<file path="config.mk">
export PLATFORM = sky130hd
export DESIGN_NAME = registrador_tiros_param
export DESIGN_NICKNAME = d
export VERILOG_FILES = /design/src/rtl/registrador_tiros_param.sv
export SDC_FILE = /design/constraint.sdc
export NUM_CORES = 1
export LEC_CHECK = 0
export BUFFER_PORTS_ARGS = -buffer_cell sky130_fd_sc_hd__buf_4
export CAP_MARGIN = 5
export CORE_ASPECT_RATIO = 0.9
export CORE_MARGIN = 5
export CORE_UTILIZATION = 58
export CTS_BUF_LIST = sky130_fd_sc_hd__clkbuf_8
export DETAILED_ROUTE_END_ITERATION = 10
export PLACE_DENSITY = 0.94
export SYNTH_ARGS = -nofsm -noshare
export SYNTH_HDL_FRONTEND = slang
export SYNTH_SLANG_ARGS = --single-unit
</file>
<file path="constraint.sdc">
create_clock -name clock -period 3.8 [get_ports clock]
set_input_delay 0 -clock clock [delete_from_list [all_inputs] [get_ports clock]]
set_output_delay 0 -clock clock [all_outputs]
set_load 0.02 [all_outputs]
</file>
<file path="src/rtl/registrador_tiros_param.sv">
// Shot-slot allocator: owns the per-slot loaded flags of the shot memory,
// finds a free slot (first-free or round-robin), writes the latched shot
// word into it and frees slots on request from collision/expiry logic.
module registrador_tiros_param #(
    parameter int ADDR_WIDTH = 3,
    parameter int DATA_WIDTH = 10,
    parameter int MODO_BUSCA = 0
) (
    input  logic                    clock,
    input  logic                    reset,
    input  logic                    registra_tiro,
    input  logic [DATA_WIDTH-1:0]   dado_tiro,
    input  logic                    libera_tiro,
    input  logic [ADDR_WIDTH-1:0]   libera_endereco,
    output logic                    we_mem_tiro,
    output logic [ADDR_WIDTH-1:0]   endereco_mem_tiro,
    output logic [DATA_WIDTH-1:0]   dado_mem_tiro,
    output logic                    tiro_registrado,
    output logic                    tiro_rejeitado,
    output logic [ADDR_WIDTH-1:0]   endereco_tiro,
    output logic [2**ADDR_WIDTH-1:0] tiros_ativos,
    output logic [ADDR_WIDTH:0]     num_tiros,
    output logic                    ocupado,
    output logic [3:0]              db_estado
);

    localparam int N_TIROS = 2**ADDR_WIDTH;

    localparam logic [3:0] INICIAL  = 4'd0;
    localparam logic [3:0] ESPERA   = 4'd1;
    localparam logic [3:0] ZERA     = 4'd2;
    localparam logic [3:0] VERIFICA = 4'd3;
    localparam logic [3:0] SALVA    = 4'd5;
    localparam logic [3:0] SINALIZA = 4'd6;
    localparam logic [3:0] CHEIO    = 4'd8;

    logic [3:0]            estado;
    logic [3:0]            prox_estado;
    logic [ADDR_WIDTH-1:0] ptr_busca;
    logic [ADDR_WIDTH-1:0] ptr_rr;
    logic [ADDR_WIDTH-1:0] cont_busca;
    logic [ADDR_WIDTH-1:0] endereco_reg;
    logic [DATA_WIDTH-1:0] dado_reg;
    logic [N_TIROS-1:0]    ativos;
    logic [ADDR_WIDTH:0]   contagem;
    logic                  salva;
    logic                  libera_efetiva;
    logic                  ultimo_slot;

    assign salva          = (estado == SALVA);
    assign ultimo_slot    = (cont_busca == {ADDR_WIDTH{1'b1}});
    // A release only counts when the slot is actually loaded; during SALVA the
    // target slot is known free, so a same-slot release is naturally a no-op.
    assign libera_efetiva = libera_tiro && (estado != INICIAL) && ativos[libera_endereco];

    // Next-state logic of the allocation sequencer
    always_comb begin
        prox_estado = INICIAL;
        case (estado)
            INICIAL:  prox_estado = ESPERA;
            ESPERA:   prox_estado = registra_tiro ? ZERA : ESPERA;
            ZERA:     prox_estado = VERIFICA;
            VERIFICA: begin
                if (!ativos[ptr_busca])
                    prox_estado = SALVA;
                else if (ultimo_slot)
                    prox_estado = CHEIO;
                else
                    prox_estado = VERIFICA;
            end
            SALVA:    prox_estado = SINALIZA;
            SINALIZA: prox_estado = ESPERA;
            CHEIO:    prox_estado = ESPERA;
            default:  prox_estado = INICIAL;
        endcase
    end

    // State register
    always_ff @(posedge clock) begin
        if (reset)
            estado <= INICIAL;
        else
            estado <= prox_estado;
    end

    // Scan pointer, scan counter, round-robin pointer, latched word and result address
    always_ff @(posedge clock) begin
        if (reset) begin
            ptr_busca    <= '0;
            ptr_rr       <= '0;
            cont_busca   <= '0;
            dado_reg     <= '0;
            endereco_reg <= '0;
        end else begin
            case (estado)
                ESPERA: begin
                    if (registra_tiro)
                        dado_reg <= dado_tiro;
                end
                ZERA: begin
                    ptr_busca  <= (MODO_BUSCA != 0) ? ptr_rr : '0;
                    cont_busca <= '0;
                end
                VERIFICA: begin
                    if (ativos[ptr_busca] && !ultimo_slot) begin
                        ptr_busca  <= ptr_busca + 1'b1;
                        cont_busca <= cont_busca + 1'b1;
                    end
                end
                SALVA: begin
                    endereco_reg <= ptr_busca;
                    ptr_rr       <= ptr_busca + 1'b1;
                end
                default: begin
                end
            endcase
        end
    end

    // Per-slot loaded flags; the SALVA set is applied last so it wins over a release
    always_ff @(posedge clock) begin
        if (reset) begin
            ativos <= '0;
        end else begin
            if (libera_efetiva)
                ativos[libera_endereco] <= 1'b0;
            if (salva)
                ativos[ptr_busca] <= 1'b1;
        end
    end

    // Occupancy up/down counter tracking the popcount of the loaded flags
    always_ff @(posedge clock) begin
        if (reset) begin
            contagem <= '0;
        end else begin
            case ({salva, libera_efetiva})
                2'b10:   contagem <= contagem + 1'b1;
                2'b01:   contagem <= contagem - 1'b1;
                default: contagem <= contagem;
            endcase
        end
    end

    // Debug code: valid states report themselves, anything else reads as F
    always_comb begin
        db_estado = 4'hF;
        case (estado)
            INICIAL, ESPERA, ZERA, VERIFICA, SALVA, SINALIZA, CHEIO: db_estado = estado;
            default: db_estado = 4'hF;
        endcase
    end

    assign we_mem_tiro       = salva;
    assign endereco_mem_tiro = ptr_busca;
    assign dado_mem_tiro     = dado_reg;
    assign tiro_registrado   = (estado == SINALIZA);
    assign tiro_rejeitado    = (estado == CHEIO);
    assign endereco_tiro     = endereco_reg;
    assign tiros_ativos      = ativos;
    assign num_tiros         = contagem;
    assign ocupado           = (estado != ESPERA);

endmodule

</file>
==> metrics.cfg, run 1 <==
[critical_path]
ff2ff_setup_slack_ns=1.24
crit_type=reg2reg
crit_arrival_ns=2.79
required_ns=4.02
crit_path_end_kind=flip-flop
timing.critical_path.from_type=flip-flop
crit_fanout=13

[routing]
vias=1678
drt-initial-drc-count=133
wirelength_mm=4.65
routed_via_density=5.50
drc_errors=0
final_antenna_net_count=0
routedWlPerCell_um=15.3
dr.pass1.iters=4

[clock_network]
htreeDepth=2
cts_resized=0
post_cts_buffers=0
holdBufCountCts=10
ctsRootBufferMaster=clkbuf_8
cts_tree=built
cts_buffer_depth=2
clock_sinks=35
clk_pin_slew_ns=0.06
numCtsBuffers=5
clk_latency_ns=0.29

[yosys]
ys_seq_elements=35
synth_nets=227
synth_seq_area_share_pct=37.9
synth_warnings=0
synth_cells=204
avgSynthCellArea_sq_um=9.06
synth_cell_types=39
netlist_area_sq_um=1850

[floorplanning]
start_util_pct=60.3
fp-row-count=19
die_y_um=63.6
dieWidth_um=69.5
pin_count=53
die-area_sq_um=4420
coreArea_sq_um=3070

[worst_hold_path]
hp-class=in2reg

[flow_run]
drv_cap=0

[final_layout]
drive_gt1_share_pct=28.1
antennaDiodeCount=0
nets=287
syn_to_final_growth_pct=30.1
final_common_cell=buf_4
fin_area_sq_um=2400
layout_common_cells=buf_4 (52), dfxtp_1 (35), nand2_1 (25)

[global_routing]
grt_max_degree=34
grt_usage_pct=21.4
grt_pass1_wl_mm=7.54
overflow=0
grt_pass1_vias=1607
antenna_found_initial=0

[place]
place_area_sq_um=2230
place_worst_setup_slack_ns=1.29
routabilityCongestion=0.870
io_buffers=52
dpl.hpwl_mm=3.16

[sta]
worst_pin_slew_ns=0.654
grt_setup_unrepaired=no
period_share_pct=67.5
fmax_mhz=390
slew_headroom_pct=56.3
final.setup.worst_slack_ns=1.24
setup_viol=0
tns_ns=0
min_period_ns=2.56
hold_violations=0
drv_slew=0
final.setup_skew_ns=0.00456

[status]
outcome=complete, no violations

[pwr]
irDropWorstVdd_mv=0.369
p_per_area_nw_per_um2=311
p_total_w=0.000747
p_leak_nw=1.12

## report_power, final
group          internal, W  switching [W]  total [W]
clock             0.000119       0.000123   0.000243
combinational    0.0000573      0.0000600   0.000117
sequential        0.000376      0.0000109   0.000387
## synth_stat cells
library cell,instances,area (sq um)
a22oi_2,1,12.5
nand2b_1,7,43.8
mux2i_1,22,220
nand4b_4,1,23.8
o22ai_1,1,6.26
buf_2,4,20.0
nor2b_1,5,31.3
nand2_1,25,93.8
xor2_1,3,26.3
nor3_1,2,10.0
a21oi_1,18,90.1
nor3b_1,2,15.0
a31oi_1,1,6.26
a211o_1,1,8.76
o21ai_0,11,55.1
mux4_2,2,45.0
and4bb_4,1,16.3
or4_4,1,11.3
buf_4,1,7.51
or3_1,1,6.26
ha_1,6,75.1
nand3_1,6,30.0
and2_2,2,15.0
and3b_1,2,17.5
inv_1,3,11.3
nor2_1,20,75.1
a21bo_2,1,10.0
buf_6,1,11.3
and4bb_2,1,12.5
a2bb2oi_2,1,15.0
or3b_1,1,8.76
o21ai_1,2,10.0
mux2_2,3,33.8
or2b_2,1,8.76
clkbuf_1,2,7.51
dfxtp_1,35,701
clkbuf_8,1,13.8
nand3b_1,4,30.0
or2_2,2,12.5
## area by class of cell
class                   count  area [sq um]
multi-input cells         157          1080
flip-flops and latches     35           701
fillers                   203           663
repair buffers             62           490
clock buffers               5          68.8
well taps                  42          52.6
inverters                   3          11.3
clock inverters             1          3.75
## worst max-delay path: stages, from the launching register on
cell and delay [ns]:
dfxtp_1 0.42, or4_4 0.58, nand2_1 0.09, nor2_1 0.06, ha_1 0.27, xor2_1 0.16, ha_1 0.18, a21oi_1 0.15
xor2_1 0.11, or3_1 0.33, a21oi_1 0.14
## layer usage
layer	up-vias	GRT usage, %	part of all wire, %
met4	0	6.10	1.4
met2	54	37.9	52
met3	6	8.11	7.4
met5	-	0	0
met1	787	23.9	40
li1	831	-	-
## sequential cells by signal (all words and copies together) (netlist names)
register,count
num_tiros,4
dado_mem_tiro,10
endereco_tiro,3
estado,4
cont_busca,3
endereco_mem_tiro,3
tiros_ativos,8
## kinds of logic (layout without fill, tap and decap cells)
logic type,Yosys count,in the layout,share of synthesized area [%]
and+or+nand+nor,84,84,25.0
DFF,35,35,37.9
xor gates and xnor gates,3,3,1.42
buffers and inverters,12,71,3.86
AOI/OAI and AO/OA,37,37,11.6
adders and majority gates,6,6,4.06
muxes,27,27,16.2
## worst paths after layout
kind | from | depth (start not counted) | end
worst max-delay path | estado[2]$_SDFF_PP0_ | 10 | num_tiros[2]$_SDFFE_PP0P_
worst min-delay path | reset | 2 | num_tiros[1]$_SDFFE_PP0P_
worst max register to register | estado[2]$_SDFF_PP0_ | 10 | num_tiros[2]$_SDFFE_PP0P_
worst min register to register | cont_busca[2]$_SDFFE_PP0P_ | 2 | cont_busca[2]$_SDFFE_PP0P_
## metrics by stage
stage / util, % / hold slack [ns] / std cells
CTS: 78.4 / 0.0805 / 305
global route: 78.4 / 0.0889 / 305
detailed placement: 72.7 / 0.239 / 289
floorplan: - / 0.144 / 204
global placement: 72.7 / 0.229 / 289
finish: 78.4 / 0.0888 / 305
No activity file was read; power rests on OpenSTA's default activity.
==> inputs of run 2 (changes only) <==
--- a/config.mk
+++ b/config.mk
@@ -9,10 +9,10 @@
 export CAP_MARGIN = 5
 export CORE_ASPECT_RATIO = 0.9
 export CORE_MARGIN = 5
-export CORE_UTILIZATION = 58
+export CORE_UTILIZATION = 53
 export CTS_BUF_LIST = sky130_fd_sc_hd__clkbuf_8
 export DETAILED_ROUTE_END_ITERATION = 10
-export PLACE_DENSITY = 0.94
+export PLACE_DENSITY = 0.87
 export SYNTH_ARGS = -nofsm -noshare
 export SYNTH_HDL_FRONTEND = slang
 export SYNTH_SLANG_ARGS = --single-unit
==> constraint.sdc (replaced) <==
create_clock -name clock -period 2.45 [get_ports clock]
set_input_delay 0 -clock clock [delete_from_list [all_inputs] [get_ports clock]]
set_output_delay 0 -clock clock [all_outputs]
set_load 0.02 [all_outputs]
==> run 2 against run 1 <==
  * Final cell count grew 2.6%
  * Via count shrank 0.12%
  * Worst hold slack lost 0.0033 ns
  * Sequential power grew 53%
  * Design area grew 3.0%
  * Largest cell class unchanged
  * Global-route usage shrank 0.96 points
  * Highest routed layer unchanged
  * Die area grew 8.0%
  * Critical path depth is the same
  * Non-clock buffer count grew 6
==> metrics.cfg, run 2 (synthesis results as in run 1) <==
[floorplanning]
pin_count=53
dieWidth_um=72.2
die-area_sq_um=4770
start_util_pct=54.7
coreArea_sq_um=3380
die_y_um=66.0
fp-row-count=20

[final_layout]
multi_input_area_sq_um=1100
syn_to_final_growth_pct=34.0
nFillCells=247
nets=293
largest_register_ffs=10
drive_gt1_share_pct=32.0
fin_area_sq_um=2480
layout_common_cells=buf_4 (58), dfxtp_1 (33), nand2_1 (25)
final_common_cell=buf_4
final_cells=313
seqCellArea_sq_um=703
antennaDiodeCount=0

[sta]
final.setup_skew_ns=0.00446
fmax_mhz=421
period_share_pct=97.1
min_period_ns=2.38
drv_slew=0
worst_pin_slew_ns=0.667
final.setup.worst_slack_ns=0.0719
setup_viol=0
slew_headroom_pct=55.4
hold_violations=0
tns_ns=0

[routing]
routedWlPerCell_um=14.6
vias=1676
wirelength_mm=4.58
drc_errors=0
dr.pass1.iters=4
final_antenna_net_count=0
drt-initial-drc-count=109
routed_via_density=5.35

[place]
dpl.cell_count=296
io_buffers=52
routabilityCongestion=0.845
place_worst_setup_slack_ns=0.0232
place_area_sq_um=2270
dpl.hpwl_mm=3.20

[pwr]
irDropWorstVdd_mv=0.367
p_per_area_nw_per_um2=468
p_leak_nw=1.15

[critical_path]
crit_type=reg2reg
slowest_delay_ns=0.46
crit_path_end_kind=flip-flop
crit_fanout=4
slowest_stage=mux4_2
path_cells=mux4_2, mux2i_1, nor2_2, ha_4, xor2_1, ha_1, a21oi_2, xor2_1, or3_1, a21oi_2
critPathBufInv=0
timing.critical_path.from_type=flip-flop
crit_arrival_ns=2.61
crit_family=multiplexers
required_ns=2.68

[clock_network]
clk_latency_ns=0.29
htreeDepth=2
clk_pin_slew_ns=0.06
cts_tree=built
clock_sinks=35
numCtsBuffers=5
ctsRootBufferMaster=clkbuf_8
cts_buffer_depth=2

[global_routing]
grt_busiest_layer=met2
antenna_found_initial=0
grt_pass1_wl_mm=7.51
grt_pass1_vias=1656
grt_usage_pct=20.4
met3_usage_pct=7.29
grtUsageMet2_pct=34.7
overflow=0
grt_use_met1_pct=23.6
grt_max_degree=34

[status]
outcome=complete, no violations

[worst_hold_path]
hp-class=in2reg

[flow_run]
drv_cap=0

## run 2: timing repair
| item | 4_1_cts | 5_1_grt |
|---|---|---|
| hold buffers | 10 | 0 |
| gates resized for setup | 1 | 6 |
| pin swaps | 0 | 2 |
| setup endpoints to repair | 1 | 1 |
| buffers inserted | 0 | 1 |
| cloned | 0 | 0 |
| endpoints found under the hold margin | 10 | 0 |
## run 2: where the power goes
group	switching [W]	internal, W	leakage (nW)	total (W)
clock network	0.000187	0.000185	0.0413	0.000371
logic	0.000101	0.0000940	0.828	0.000195
registers	0.00000802	0.000584	0.284	0.000592
## run 2: metal layers
layer | vias to the layer above | share of wire (%)
li1 | 841 | -
met5 | - | 0
met2 | 47 | 50
met3 | 7 | 7.2
met4 | 0 | 1.1
met1 | 781 | 42
## run 2: worst paths after layout
check,cells past startpoint,slack (ns),endpoint,from
worst max-delay path,10,0.07,num_tiros[2]$_SDFFE_PP0P_,tiros_ativos[7]$_SDFF_PP0_
worst min-delay path,2,0.09,num_tiros[1]$_SDFFE_PP0P_,reset
worst max register to register,10,0.07,num_tiros[2]$_SDFFE_PP0P_,tiros_ativos[7]$_SDFF_PP0_
worst min register to register,2,0.47,cont_busca[2]$_SDFFE_PP0P_,cont_busca[2]$_SDFFE_PP0P_
## run 2: metrics by stage
| stage | hold WS (ns) | power (W) | utilization (%) |
|---|---|---|---|
| 2_1_floorplan | 0.144 | 0.000712 | - |
| 3_3_place_gp | 0.228 | 0.000780 | 67.2 |
| 3_5_place_dp | 0.242 | 0.000783 | 67.2 |
| 4_1_cts | 0.0789 | 0.00116 | 72.4 |
| 5_1_grt | 0.106 | 0.00121 | 73.3 |
| 6_report | 0.0855 | 0.00116 | 73.3 |
## run 2: cell type report
| type | instances | share of cell area (%) |
|---|---|---|
| Clock buffer | 5 | 2.78 |
| Sequential cell | 35 | 28.4 |
| Tap cell | 44 | 2.22 |
| Clock inverter | 1 | 0.152 |
| Inverter | 3 | 0.455 |
| Timing Repair Buffer | 68 | 21.6 |
| Multi-Input combinational cell | 157 | 44.4 |
==> inputs of run 3 (changes only) <==
--- a/config.mk
+++ b/config.mk
@@ -12,7 +12,8 @@
 export CORE_UTILIZATION = 53
 export CTS_BUF_LIST = sky130_fd_sc_hd__clkbuf_8
 export DETAILED_ROUTE_END_ITERATION = 10
-export PLACE_DENSITY = 0.87
+export GPL_TIMING_DRIVEN = 0
+export PLACE_DENSITY = 0.84
 export SYNTH_ARGS = -nofsm -noshare
 export SYNTH_HDL_FRONTEND = slang
 export SYNTH_SLANG_ARGS = --single-unit
==> run 3 against run 2 <==
  * Clock power grew 67%
  * Clock skew increased by 0.0026 ns
  * Count of clock-buffer cells in the layout is the same
  * Largest power group is now clock
==> metrics.cfg, run 3 (synthesis results as in run 1) <==
[routing]
final_antenna_net_count=0
vias=1748
wl_met1_mm=2.10
routedWlPerCell_um=15.8
dr.pass1.iters=5
top_layer_used=met4
drc_errors=0
drt-initial-drc-count=121
routed-wl-met3_um=303
routed_via_density=5.43
wirelength_mm=5.09
dr_wl_met2_mm=2.62

[sta]
grt_setup_unrepaired=yes
slew_headroom_pct=59.3
fmax_mhz=411
hold_violations=0
worst_pin_slew_ns=0.608
min_period_ns=2.44
period_share_pct=99.4
setup_viol=0
drv_slew=0
final.setup_skew_ns=0.00709

[floorplanning]
start_util_pct=54.7
coreArea_sq_um=3380
die-area_sq_um=4770
dieWidth_um=72.2
pin_count=53
fp-row-count=20
die_y_um=66.0

[flow_run]
drv_cap=0

[place]
io_buffers=52
dpl.cell_count=300
routabilityCongestion=0.861
dpl.hpwl_mm=3.36

[clock_network]
numCtsBuffers=5
clk_latency_ns=0.29
ctsRootBufferMaster=clkbuf_8
htreeDepth=2
cts_tree=built
clock_sinks=35
clk_pin_slew_ns=0.07
cts_buffer_depth=2

[final_layout]
layout_common_cells=buf_4 (57), dfxtp_1 (28), nand2_1 (24)
antennaDiodeCount=0
final_common_cell=buf_4
final_util_pct=76.8
drive_gt1_share_pct=37.1
multi_input_area_sq_um=1100
syn_to_final_growth_pct=40.4
nFillCells=251
final_cells=322
largest_register_ffs=10
seqCellArea_sq_um=709
nets=300

[critical_path]
slowest_delay_ns=0.49
crit_type=reg2reg
timing.critical_path.from_type=flip-flop
crit_arrival_ns=2.66
path_cells=mux4_2, mux2i_2, nor2_2, ha_2, xor2_1, ha_2, a21oi_2, xor2_1, or3_4, a21oi_2
required_ns=2.68
crit_fanout=3
slowest_stage=mux4_2
crit_path_end_kind=flip-flop

[global_routing]
antenna_found_initial=0
grt_max_degree=13
grt_pass1_wl_mm=7.97
overflow=0
grt_pass1_vias=1767
grt_usage_pct=21.2

[pwr]
p_leak_nw=1.20
irDropWorstVdd_mv=0.426
p_per_area_nw_per_um2=545

[status]
outcome=complete, no violations

[worst_hold_path]
hp-class=in2reg

==> run 3: cell count changes in the layout (fill, tap and decap cells not counted), moves of 2 or more <==
cell       delta
dfxtp_2       +5
buf_2         +4
bufinv_16     +2
ha_2          +2
clkbuf_1      +2
dfxtp_1       -5
==> run 3: worst paths after layout <==
check,cells after the start,slack (ns),to,start
max,10,0.01,num_tiros[2]$_SDFFE_PP0P_,tiros_ativos[5]$_SDFF_PP0_
min,3,0.04,cont_busca[2]$_SDFFE_PP0P_,reset
max reg2reg,10,0.01,num_tiros[2]$_SDFFE_PP0P_,tiros_ativos[5]$_SDFF_PP0_
min reg2reg,2,0.47,cont_busca[2]$_SDFFE_PP0P_,cont_busca[2]$_SDFFE_PP0P_
==> run 3: per-layer routing <==
| metal | GRT usage, % | vias to the layer above |
|---|---|---|
| met5 | 0 | - |
| met4 | 6.10 | 0 |
| met3 | 4.71 | 9 |
| met2 | 38.4 | 59 |
| met1 | 24.8 | 825 |
| li1 | - | 855 |
==> run 3: timing repair <==
action / 4_1_cts / 5_1_grt
setup endpoints to repair: 1 / 2
hold buffers: 10 / 0
pin swaps: 0 / 4
setup buffers: 1 / 3
endpoints found under the hold margin: 10 / 0
gates resized for setup: 2 / 13
==> run 3: cell type report <==
| cell class | count | area share, % |
|---|---|---|
| clock inverters | 3 | 2.60 |
| repair buffers | 66 | 20.1 |
| multi-input cells | 157 | 42.5 |
| well taps | 44 | 2.12 |
| flip-flops and latches | 35 | 27.3 |
| clock buffers | 5 | 2.65 |
| plain buffers | 9 | 2.31 |
| inverters | 3 | 0.434 |
==> run 3: critical path, delay by kind of cell, from the launching register on <==
kind	cells	cell delay (ns)
and+or+nand+nor	2	0.46
adders and majority gates	2	0.42
DFF	1	0.33
muxes	2	0.69
xor gates and xnor gates	2	0.33
AOI/OAI and AO/OA	2	0.16
==> run 3: where the power goes <==
part           switching (W)  internal, W  leakage [nW]  total [W]
sequential         0.0000128     0.000583         0.287   0.000596
combinational       0.000102    0.0000971         0.853   0.000199
clock               0.000213     0.000406        0.0644   0.000619
total               0.000328      0.00109          1.20    0.00141
==> run 3: stage by stage <==
step	hold slack, ns	instance area, sq um	setup TNS [ns]	setup slack (ns)	total power [W]
3_5_place_dp	0.237	2290	-0.0578	-0.0578	0.000783
4_1_cts	0.0250	2540	0	0.0121	0.00141
3_3_place_gp	0.230	2290	-0.0406	-0.0406	0.000779
5_1_grt	0.0549	2590	-0.122	-0.0917	0.00147
6_report	0.0358	2590	0	0.0141	0.00141
2_1_floorplan	0.144	1850	0	0.0952	0.000712
